$ cat src/rtl/beta_pkg.sv
`default_nettype none
// ============================================================================
// Module      : beta_pkg
// Description : Shared types and constants for the destination-tag tracker.
//               A tag is {result class[6:5], destination register[4:0]}.
// Revision    : 1.0 - initial release
// ============================================================================
package beta_pkg;

  typedef logic [6:0] tag_t;

  typedef enum logic [1:0] {
    CLS_LD   = 2'b00,
    CLS_ALU  = 2'b01,
    CLS_LINK = 2'b10,
    CLS_NONE = 2'b11
  } res_class_e;

  localparam logic [4:0] R31        = 5'd31;
  localparam tag_t       BUBBLE_TAG = {CLS_NONE, R31};

  // Build a tag from a class and a register number.
  function automatic tag_t make_tag(input logic [1:0] cls, input logic [4:0] rc);
    return {cls, rc};
  endfunction

endpackage
`default_nettype wire

$ cat src/rtl/beta_dest_tracker_if.sv
`default_nettype none
// ============================================================================
// Module      : beta_dest_tracker_if
// Description : Decode-side inputs, pipeline control and bypass/writeback
//               outputs of the destination-tag tracker.
//               master = pipeline/bypass side, slave = tracker.
// Revision    : 1.0 - initial release
// ============================================================================
interface beta_dest_tracker_if;
  import beta_pkg::*;

  logic       id_valid;
  logic [4:0] id_rc;
  logic [1:0] id_class;
  logic       stall;
  logic       mem_wait;
  logic       annul;
  tag_t       aP0;
  tag_t       aP1;
  tag_t       aP2;
  logic       wb_we;
  logic [4:0] wb_addr;

  modport master (
    output id_valid, id_rc, id_class, stall, mem_wait, annul,
    input  aP0, aP1, aP2, wb_we, wb_addr
  );

  modport slave (
    input  id_valid, id_rc, id_class, stall, mem_wait, annul,
    output aP0, aP1, aP2, wb_we, wb_addr
  );

endinterface
`default_nettype wire

$ cat src/rtl/beta_tag_stage.sv
`default_nettype none
// ============================================================================
// Module      : beta_tag_stage
// Description : One destination-tag pipeline register. Hold has priority
//               over bubble insertion, which has priority over loading d.
//               Resets to the bubble tag.
// Revision    : 1.0 - initial release
// ============================================================================
module beta_tag_stage
  import beta_pkg::*;
(
  input  logic clk,
  input  logic reset,
  input  logic hold,
  input  logic insert_bubble,
  input  tag_t d,
  output tag_t q
);

  tag_t tag_d;
  tag_t tag_q;

  // Next tag: freeze, squash to bubble, or advance.
  always_comb begin
    tag_d = d;
    if (hold) begin
      tag_d = tag_q;
    end else if (insert_bubble) begin
      tag_d = BUBBLE_TAG;
    end
  end

  // Tag register; reset overrides everything.
  always_ff @(posedge clk) begin
    if (reset) begin
      tag_q <= BUBBLE_TAG;
    end else begin
      tag_q <= tag_d;
    end
  end

  assign q = tag_q;

endmodule
`default_nettype wire

$ cat src/rtl/beta_dest_tracker.sv
`default_nettype none
// ============================================================================
// Module      : beta_dest_tracker
// Description : Carries destination tags of issued instructions through the
//               ALU, MEM and WB stages, publishes them to the bypass unit and
//               drives the register-file write port at WB. Handles load-use
//               stall, memory-wait freeze and branch annul.
//               Optional stall/annul statistics counters are built when the
//               macro BETA_TRACK_STATS_EN is defined; otherwise the counter
//               outputs are tied to zero.
// Revision    : 1.0 - initial release
// ============================================================================
module beta_dest_tracker
  import beta_pkg::*;
#(
  parameter int NSTAGE = 3,
  parameter int CNT_W  = 32
) (
  input  logic                 clk,
  input  logic                 reset,
  beta_dest_tracker_if.slave   bus,
  output logic [CNT_W-1:0]     stall_cnt,
  output logic [CNT_W-1:0]     annul_cnt
);

  tag_t dec_tag;
  tag_t tag_alu;
  tag_t tag_mem;
  tag_t tag_wb;
  logic bubble_alu;

  // Decode tag: anything that does not produce a real register write
  // (invalid, annulled, class NONE, or a write to the hardwired R31) is a bubble.
  always_comb begin
    dec_tag = BUBBLE_TAG;
    if (bus.id_valid && !bus.annul &&
        (bus.id_class != CLS_NONE) && (bus.id_rc != R31)) begin
      dec_tag = make_tag(bus.id_class, bus.id_rc);
    end
  end

  // Stall and annul both push a bubble into ALU; mem_wait hold dominates
  // inside the stage itself.
  assign bubble_alu = bus.stall | bus.annul;

  beta_tag_stage u_stage_alu (
    .clk           (clk),
    .reset         (reset),
    .hold          (bus.mem_wait),
    .insert_bubble (bubble_alu),
    .d             (dec_tag),
    .q             (tag_alu)
  );

  beta_tag_stage u_stage_mem (
    .clk           (clk),
    .reset         (reset),
    .hold          (bus.mem_wait),
    .insert_bubble (1'b0),
    .d             (tag_alu),
    .q             (tag_mem)
  );

  beta_tag_stage u_stage_wb (
    .clk           (clk),
    .reset         (reset),
    .hold          (bus.mem_wait),
    .insert_bubble (1'b0),
    .d             (tag_mem),
    .q             (tag_wb)
  );

  assign bus.aP0     = tag_alu;
  assign bus.aP1     = tag_mem;
  assign bus.aP2     = tag_wb;
  // The WB write is deferred while memory is busy; the held tag writes on
  // the first cycle mem_wait is low.
  assign bus.wb_we   = !bus.mem_wait && (tag_wb[6:5] != CLS_NONE);
  assign bus.wb_addr = tag_wb[4:0];

  // The pipeline is built for exactly three tag stages.
  always_ff @(posedge clk) begin
    assert (NSTAGE == 3) else $error("beta_dest_tracker supports NSTAGE == 3 only");
  end

`ifdef BETA_TRACK_STATS_EN
  logic [CNT_W-1:0] stall_cnt_d;
  logic [CNT_W-1:0] stall_cnt_q;
  logic [CNT_W-1:0] annul_cnt_d;
  logic [CNT_W-1:0] annul_cnt_q;
  logic             stall_hit;
  logic             annul_hit;

  // An annul only counts when it actually kills the decode slot.
  assign stall_hit = bus.stall && !bus.mem_wait;
  assign annul_hit = bus.annul && !bus.stall && !bus.mem_wait;

  // Saturating increments.
  always_comb begin
    stall_cnt_d = stall_cnt_q;
    annul_cnt_d = annul_cnt_q;
    if (stall_hit && (stall_cnt_q != {CNT_W{1'b1}})) begin
      stall_cnt_d = stall_cnt_q + CNT_W'(1);
    end
    if (annul_hit && (annul_cnt_q != {CNT_W{1'b1}})) begin
      annul_cnt_d = annul_cnt_q + CNT_W'(1);
    end
  end

  // Counter registers, cleared by reset.
  always_ff @(posedge clk) begin
    if (reset) begin
      stall_cnt_q <= '0;
      annul_cnt_q <= '0;
    end else begin
      stall_cnt_q <= stall_cnt_d;
      annul_cnt_q <= annul_cnt_d;
    end
  end

  assign stall_cnt = stall_cnt_q;
  assign annul_cnt = annul_cnt_q;
`else
  assign stall_cnt = '0;
  assign annul_cnt = '0;
`endif

endmodule
`default_nettype wire

$ cat src/flat_wrapper.sv
// flat-port wrapper written by rule: the top's interface ports become plain ports
module beta_dest_tracker_flat import beta_pkg::*;
#(
  parameter int NSTAGE = 3,
  parameter int CNT_W  = 32
)
  (clk, reset, stall_cnt, annul_cnt, bus_id_valid, bus_id_rc, bus_id_class, bus_stall, bus_mem_wait, bus_annul, bus_aP0, bus_aP1, bus_aP2, bus_wb_we, bus_wb_addr);
  beta_dest_tracker_if bus_i ();
  input  logic clk;
  input  logic reset;
  output logic [CNT_W-1:0] stall_cnt;
  output logic [CNT_W-1:0] annul_cnt;
  input wire logic [$bits(bus_i.id_valid)-1:0] bus_id_valid;
  input wire logic [$bits(bus_i.id_rc)-1:0] bus_id_rc;
  input wire logic [$bits(bus_i.id_class)-1:0] bus_id_class;
  input wire logic [$bits(bus_i.stall)-1:0] bus_stall;
  input wire logic [$bits(bus_i.mem_wait)-1:0] bus_mem_wait;
  input wire logic [$bits(bus_i.annul)-1:0] bus_annul;
  output wire logic [$bits(bus_i.aP0)-1:0] bus_aP0;
  output wire logic [$bits(bus_i.aP1)-1:0] bus_aP1;
  output wire logic [$bits(bus_i.aP2)-1:0] bus_aP2;
  output wire logic [$bits(bus_i.wb_we)-1:0] bus_wb_we;
  output wire logic [$bits(bus_i.wb_addr)-1:0] bus_wb_addr;
  assign bus_i.id_valid = bus_id_valid;
  assign bus_i.id_rc = bus_id_rc;
  assign bus_i.id_class = bus_id_class;
  assign bus_i.stall = bus_stall;
  assign bus_i.mem_wait = bus_mem_wait;
  assign bus_i.annul = bus_annul;
  assign bus_aP0 = bus_i.aP0;
  assign bus_aP1 = bus_i.aP1;
  assign bus_aP2 = bus_i.aP2;
  assign bus_wb_we = bus_i.wb_we;
  assign bus_wb_addr = bus_i.wb_addr;
  beta_dest_tracker #(.NSTAGE(NSTAGE), .CNT_W(CNT_W)) u_core (.clk(clk), .reset(reset), .bus(bus_i), .stall_cnt(stall_cnt), .annul_cnt(annul_cnt));
endmodule
$ cat config.mk
export PLATFORM = sky130hd
export DESIGN_NAME = beta_dest_tracker_flat
export DESIGN_NICKNAME = d
export VERILOG_FILES = /design/src/rtl/beta_pkg.sv /design/src/rtl/beta_dest_tracker_if.sv /design/src/rtl/beta_tag_stage.sv /design/src/rtl/beta_dest_tracker.sv /design/src/flat_wrapper.sv
export SDC_FILE = /design/constraint.sdc
export NUM_CORES = 1
export LEC_CHECK = 0
export CAP_MARGIN = 30
export CORE_MARGIN = 2
export CORE_UTILIZATION = 36
export CTS_CLUSTER_DIAMETER = 200
export DETAILED_ROUTE_END_ITERATION = 8
export PLACE_DENSITY = 0.87
export SLEW_MARGIN = 5
export SYNTH_ARGS = -nofsm -noshare
export SYNTH_HDL_FRONTEND = slang
export SYNTH_SLANG_ARGS = --single-unit
$ cat constraint.sdc
create_clock -name clk -period 2.8 [get_ports clk]
set_input_delay 0.28 -clock clk [delete_from_list [all_inputs] [get_ports clk]]
set_output_delay 0.28 -clock clk [all_outputs]
set_load 0.01 [all_outputs]
==> impl_metrics.toml, run 1 <==
[yosys]
ys_warn_count = 0
synth-edff-count = 0
seq_area_frac_synth = 0.319
syn_area_mm2 = 0.00132
synth_most_common_cell = "buf_4"
ys.flop_type = "dfxtp_1"
yosys.cell_types.count = 16
yosys.area.top_type = "buf_4"
synthCells = 147
avgSynthCellArea_um2 = 8.96
synth_seq_cells = 21
netlist_top_cells_area = "buf_4, dfxtp_1, a211o_1, nor2b_1, o32ai_1"
synth_common_cells = "buf_4, dfxtp_1, a211o_1, nor2b_1"
synth_top_area_share = 0.393
synth-async-reset-ratio = 0

[global_routing]
grt_max_degree = 30
track_usage = 0.101
globalRouteOverflowTotal = 0
grt_pass1_wl_um = 3330
grt_pass1_vias = 719
antenna_found_initial = 0

[timing]
finalSetupViolCount = 0
rsz0062_at_grt = "no"
fin_ws_ns = 1.04
drv_slew = 0
finalHoldViolations = 0
post-route-period-util = 0.628
fmax_mhz = 569
tightest_slew_ns = 0.744
fin_setup_tns_ns = 0
max_slew_margin = 0.502
min_period_ns = 1.76
clock_skew_ns = 0.00947

[min_path]
hold_depth = 1
worst_hold_path_type = "reg2reg"
min_to = "u_core.u_stage_mem.q[0]$_SDFFE_PP1N_"
hp-start = "u_core.u_stage_mem.q[0]$_SDFFE_PP1N_"

[finish]
area_growth_pct = 13.5
nets = 193
antennaDiodeCount = 0
drive_gt1_frac = 0.0279

[placed_design]
gp_congestion = 0.879
place_hpwl_um = 1760
portBuffers = 39
pre_cts_ws_ns = 0.885

[clocking]
cts-resized-gates = 0
cts_buffer_depth = 2
cts_root_buf = "clkbuf_4"
post-cts-setup-buffers = 0
cts_hold_buf = 0
clkSlewWorstSetupHoldPaths_ns = 0.12
cts_tree = "done"
clk_latency_ns = 0.30
cts-htree-levels = 1
cts_buffers = 3
numClockSinks = 21

[critical_path]
cp_data_arrival_time_ns = 1.48
cp.required_ns = 2.52
start_kind = "input pin"
worstPathMaxFanout = 3
worstSetupEndpointType = "output port"
r2r_start = "u_core.u_stage_alu.q[4]$_SDFFE_PP1N_"
r2r_cells = 2
reg2reg_to = "u_core.u_stage_mem.q[4]$_SDFFE_PP1N_"
r2r_slack_ns = 1.97
path_class = "in2out"

[detailed_routing]
wl_um = 2270
antenna_left = 0
drt_iter0_drc = 16
drt_pass1_iterations = 4
vias = 899
vias_per_cell = 4.00
wl_per_cell_um = 10.1
drc = 0

[outcome]
status = "complete, no violations"

[floorplan]
io_pins = 104
die_y_um = 64.5
die_w_um = 64.5
core-area_mm2 = 0.00342
die_area_mm2 = 0.00416
fp-row-count = 21
initial_core_util = 0.386

[power_and_ir_drop]
powerDensity_mw_per_mm2 = 404
peakVddDrop_uv = 208
p_leak_nw = 0.664

[flow_run]
maxCapViolations = 0
[cell type report]
type	count	area, um2
clock inverter	1	5.00
multi-input combinational	113	588
fill	353	1920
timing repair buffer	40	398
sequential	21	420
tap	46	57.6
inverter	1	3.75
clock buffer	3	22.5
[metal layers]
layer  routed length, um  GRT usage  up-vias
li1                    -          -      420
met2                1060      0.172       66
met5                   0          0        -
met1                 953      0.124      409
met4                  22     0.0452        0
met3                 232     0.0191        4
[cell usage in the layout, fill, tap and decap left out]
cell             count
o32ai_1              5
clkinv_2             1
nand3_1              1
clkbuf_4             3
inv_1                1
a21oi_1              3
dfxtp_1             21
nor2b_1             14
or4b_1               1
nor3_1               4
a211o_1             14
conb_1              64
and2_1               1
and3_1               1
clkdlybuf4s50_1     39
buf_4                1
nand2b_1             5
[sequential cells by signal, indices dropped and copies added, names as in the netlist]
signal,count
u_core.u_stage_mem.q,7
u_core.u_stage_wb.q,7
u_core.u_stage_alu.q,7
[worst max path at each step]
| stage | end | cells past startpoint | startpoint |
|---|---|---|---|
| 2_1_floorplan | u_core.u_stage_alu.q[0]$_SDFFE_PP1N_ | 4 | bus_mem_wait |
| 3_3_place_gp | u_core.u_stage_alu.q[0]$_SDFFE_PP1N_ | 4 | bus_mem_wait |
| 3_5_place_dp | u_core.u_stage_alu.q[4]$_SDFFE_PP1N_ | 4 | bus_mem_wait |
| 4_1_cts | bus_wb_we | 3 | bus_mem_wait |
| 5_1_grt | bus_wb_we | 3 | bus_mem_wait |
| 6_report | bus_wb_we | 3 | bus_mem_wait |
[cell families (layout without fill, tap and decap cells)]
| kind of cell | Yosys count | in the layout | synth area share |
|---|---|---|---|
| flip-flops | 21 | 21 | 0.319 |
| AO/OA/AOI/OAI | 22 | 22 | 0.138 |
| buffers and inverters | 76 | 45 | 0.414 |
| AND/OR/NAND/NOR | 27 | 27 | 0.126 |
| other | 1 | 64 | 0.00285 |
[stage by stage]
step / instance area, um2 / total power, mW / instances / hold slack (ns) / util
global route: 1500 / 0.634 / 225 / 0.523 / 0.438
floorplan: 1550 / 0.476 / 210 / 0.379 / -
detailed placement: 1470 / 0.464 / 221 / 0.472 / 0.430
global placement: 1470 / 0.463 / 221 / 0.464 / 0.430
CTS: 1500 / 0.607 / 225 / 0.501 / 0.438
finish: 1500 / 0.604 / 225 / 0.500 / 0.438
[worst max-delay path: stages]
cell             delay, ns
clkdlybuf4s50_1       0.44
a21oi_1               0.19
clkdlybuf4s50_1       0.57
[power by group]
group          leakage, nW  internal (mW)  switching (mW)
clock network       0.0177         0.0532          0.0923
registers            0.173          0.311         0.00967
logic                0.474         0.0595          0.0779
total                0.664          0.424           0.180
Power figures use the tool's default switching activity.
==> run 2: changes to the inputs <==
- CORE_UTILIZATION: 36 -> 33
- PLACE_DENSITY: 0.87 -> 0.8
- clock period: 2.8 -> 1.7 ns (I/O delays scaled with it)
==> impl_metrics.toml, run 2 (synthesized netlist as in run 1, its figures left out) <==
[outcome]
status = "complete, no violations"

[detailed_routing]
wl_um = 2190
vias = 907
drt_iter0_drc = 19
wl_per_cell_um = 9.56
drt_pass1_iterations = 4
drc = 0
antenna_left = 0
vias_per_cell = 3.96

[critical_path]
cpPeakStageDelay_ns = 0.54
start_kind = "input pin"
path_class = "in2out"
crit_top_cell = "clkdlybuf4s50_1"
cp_data_arrival_time_ns = 1.42
path_buf_inv = 3
reg2reg_to = "u_core.u_stage_mem.q[4]$_SDFFE_PP1N_"
cp.required_ns = 1.53
crit_chain = "clkdlybuf4s50_1 > buf_4 > a21oi_1 > clkdlybuf4s50_1"
r2r_slack_ns = 0.91
r2r_start = "u_core.u_stage_alu.q[4]$_SDFFE_PP1N_"
critical-path-top-delay-family = "buffers and inverters"
r2r_cells = 2
worstPathMaxFanout = 11
worstSetupEndpointType = "output port"
cp_slowest_cell = "clkdlybuf4s50_1"
critical_path.startpoint = "bus_mem_wait"

[power_and_ir_drop]
intPower_mw = 0.780
p_sw_frac = 0.268
p_sw_mw = 0.285
power_frac_seq = 0.496
p_leak_nw = 0.679
peakVddDrop_uv = 476
power_frac_comb = 0.215
powerDensity_mw_per_mm2 = 696
pwr-share-clk = 0.289

[finish]
nets = 195
area_growth_pct = 16.1
final_area_mm2 = 0.00153
drive_gt1_frac = 0.0331
final_common_cell = "conb_1"
final_cells = 229
mostFrequentLayoutCells = "conb_1, clkdlybuf4s50_1, dfxtp_1"
antennaDiodeCount = 0

[clocking]
cts-htree-levels = 1
cts_buffers = 3
cts_root_buf = "clkbuf_8"
cts_tree = "done"
cts-resized-gates = 0
cts_hold_buf = 0
cts_buffer_depth = 2
post-cts-setup-buffers = 0
clk_latency_ns = 0.25
clkSlewWorstSetupHoldPaths_ns = 0.07
numClockSinks = 21

[timing]
finalSetupViolCount = 0
fmax_mhz = 628
drv_slew = 0
min_period_ns = 1.59
finalHoldViolations = 0
clock_skew_ns = 0.00209
post-route-period-util = 0.937
timing.hold.ws_ns = 0.488
rsz0062_at_grt = "no"

[floorplan]
die_w_um = 67.2
io_pins = 104
initial_core_util = 0.352
fp-row-count = 22
die_area_mm2 = 0.00451
die_y_um = 67.2
core-area_mm2 = 0.00374

[placed_design]
dpl_cell_area_mm2 = 0.00149
dp.cells = 225
place_hpwl_um = 1730
portBuffers = 39
gp_congestion = 0.711

[global_routing]
globalRouteOverflowTotal = 0
grt_pass1_vias = 695
grt_pass1_wl_um = 3150
grt_max_degree = 24
track_usage = 0.0910
antenna_found_initial = 0

[min_path]
hold_depth = 1
worst_hold_path_type = "reg2reg"
hp-start = "u_core.u_stage_mem.q[0]$_SDFFE_PP1N_"
min_to = "u_core.u_stage_mem.q[0]$_SDFFE_PP1N_"

[flow_run]
maxCapViolations = 0
run 2: power by group through the flow:
stage | Clock (mW) | Sequential, mW | Combinational, mW
finish | 0.308 | 0.528 | 0.229
detailed placement | 0 | 0.540 | 0.227
CTS | 0.322 | 0.528 | 0.228
global route | 0.341 | 0.531 | 0.253
global placement | 0 | 0.540 | 0.224
floorplan | 0 | 0.547 | 0.237
run 2: how the worst max path moves through the flow:
stage	endpoint	slack, ns	cells past startpoint
after CTS	bus_wb_we	0.09	4
after global placement	u_core.u_stage_alu.q[3]$_SDFFE_PP1N_	-0.06	4
after detailed placement	u_core.u_stage_alu.q[1]$_SDFFE_PP1N_	-0.08	4
after floorplan	u_core.u_stage_alu.q[0]$_SDFFE_PP1N_	0.44	4
after global routing	bus_wb_we	0.03	4
final	bus_wb_we	0.11	4
run 2: metrics by stage:
stage                     TNS [ns]   util  setup slack, ns  total power [mW]
final                            0  0.409            0.107              1.07
after global routing             0  0.409           0.0309              1.12
after CTS                        0  0.409           0.0896              1.08
after detailed placement    -0.372  0.397          -0.0783             0.767
after global placement      -0.213  0.397          -0.0626             0.764
after floorplan                  0      -            0.445             0.783
run 2: cell type report:
cell class,count,area [um2]
repair buffers,42,413
clock buffers,4,45.0
multi-input cells,113,588
fillers,405,2210
flip-flops and latches,21,420
inverters,1,3.75
well taps,48,60.1
run 2: per-layer routing:
layer,global-route usage,vias to the layer above,routed length [um]
li1,-,425,-
met1,0.112,415,908
met2,0.155,65,1050
met3,0.0117,2,216
met4,0.0459,0,19
met5,0,-,0
==> run 3: changes to the inputs <==
- CAP_MARGIN: 30 -> unset
==> results of run 3 <==
The final DEF is identical to that of run 2; final timing and power are the same.
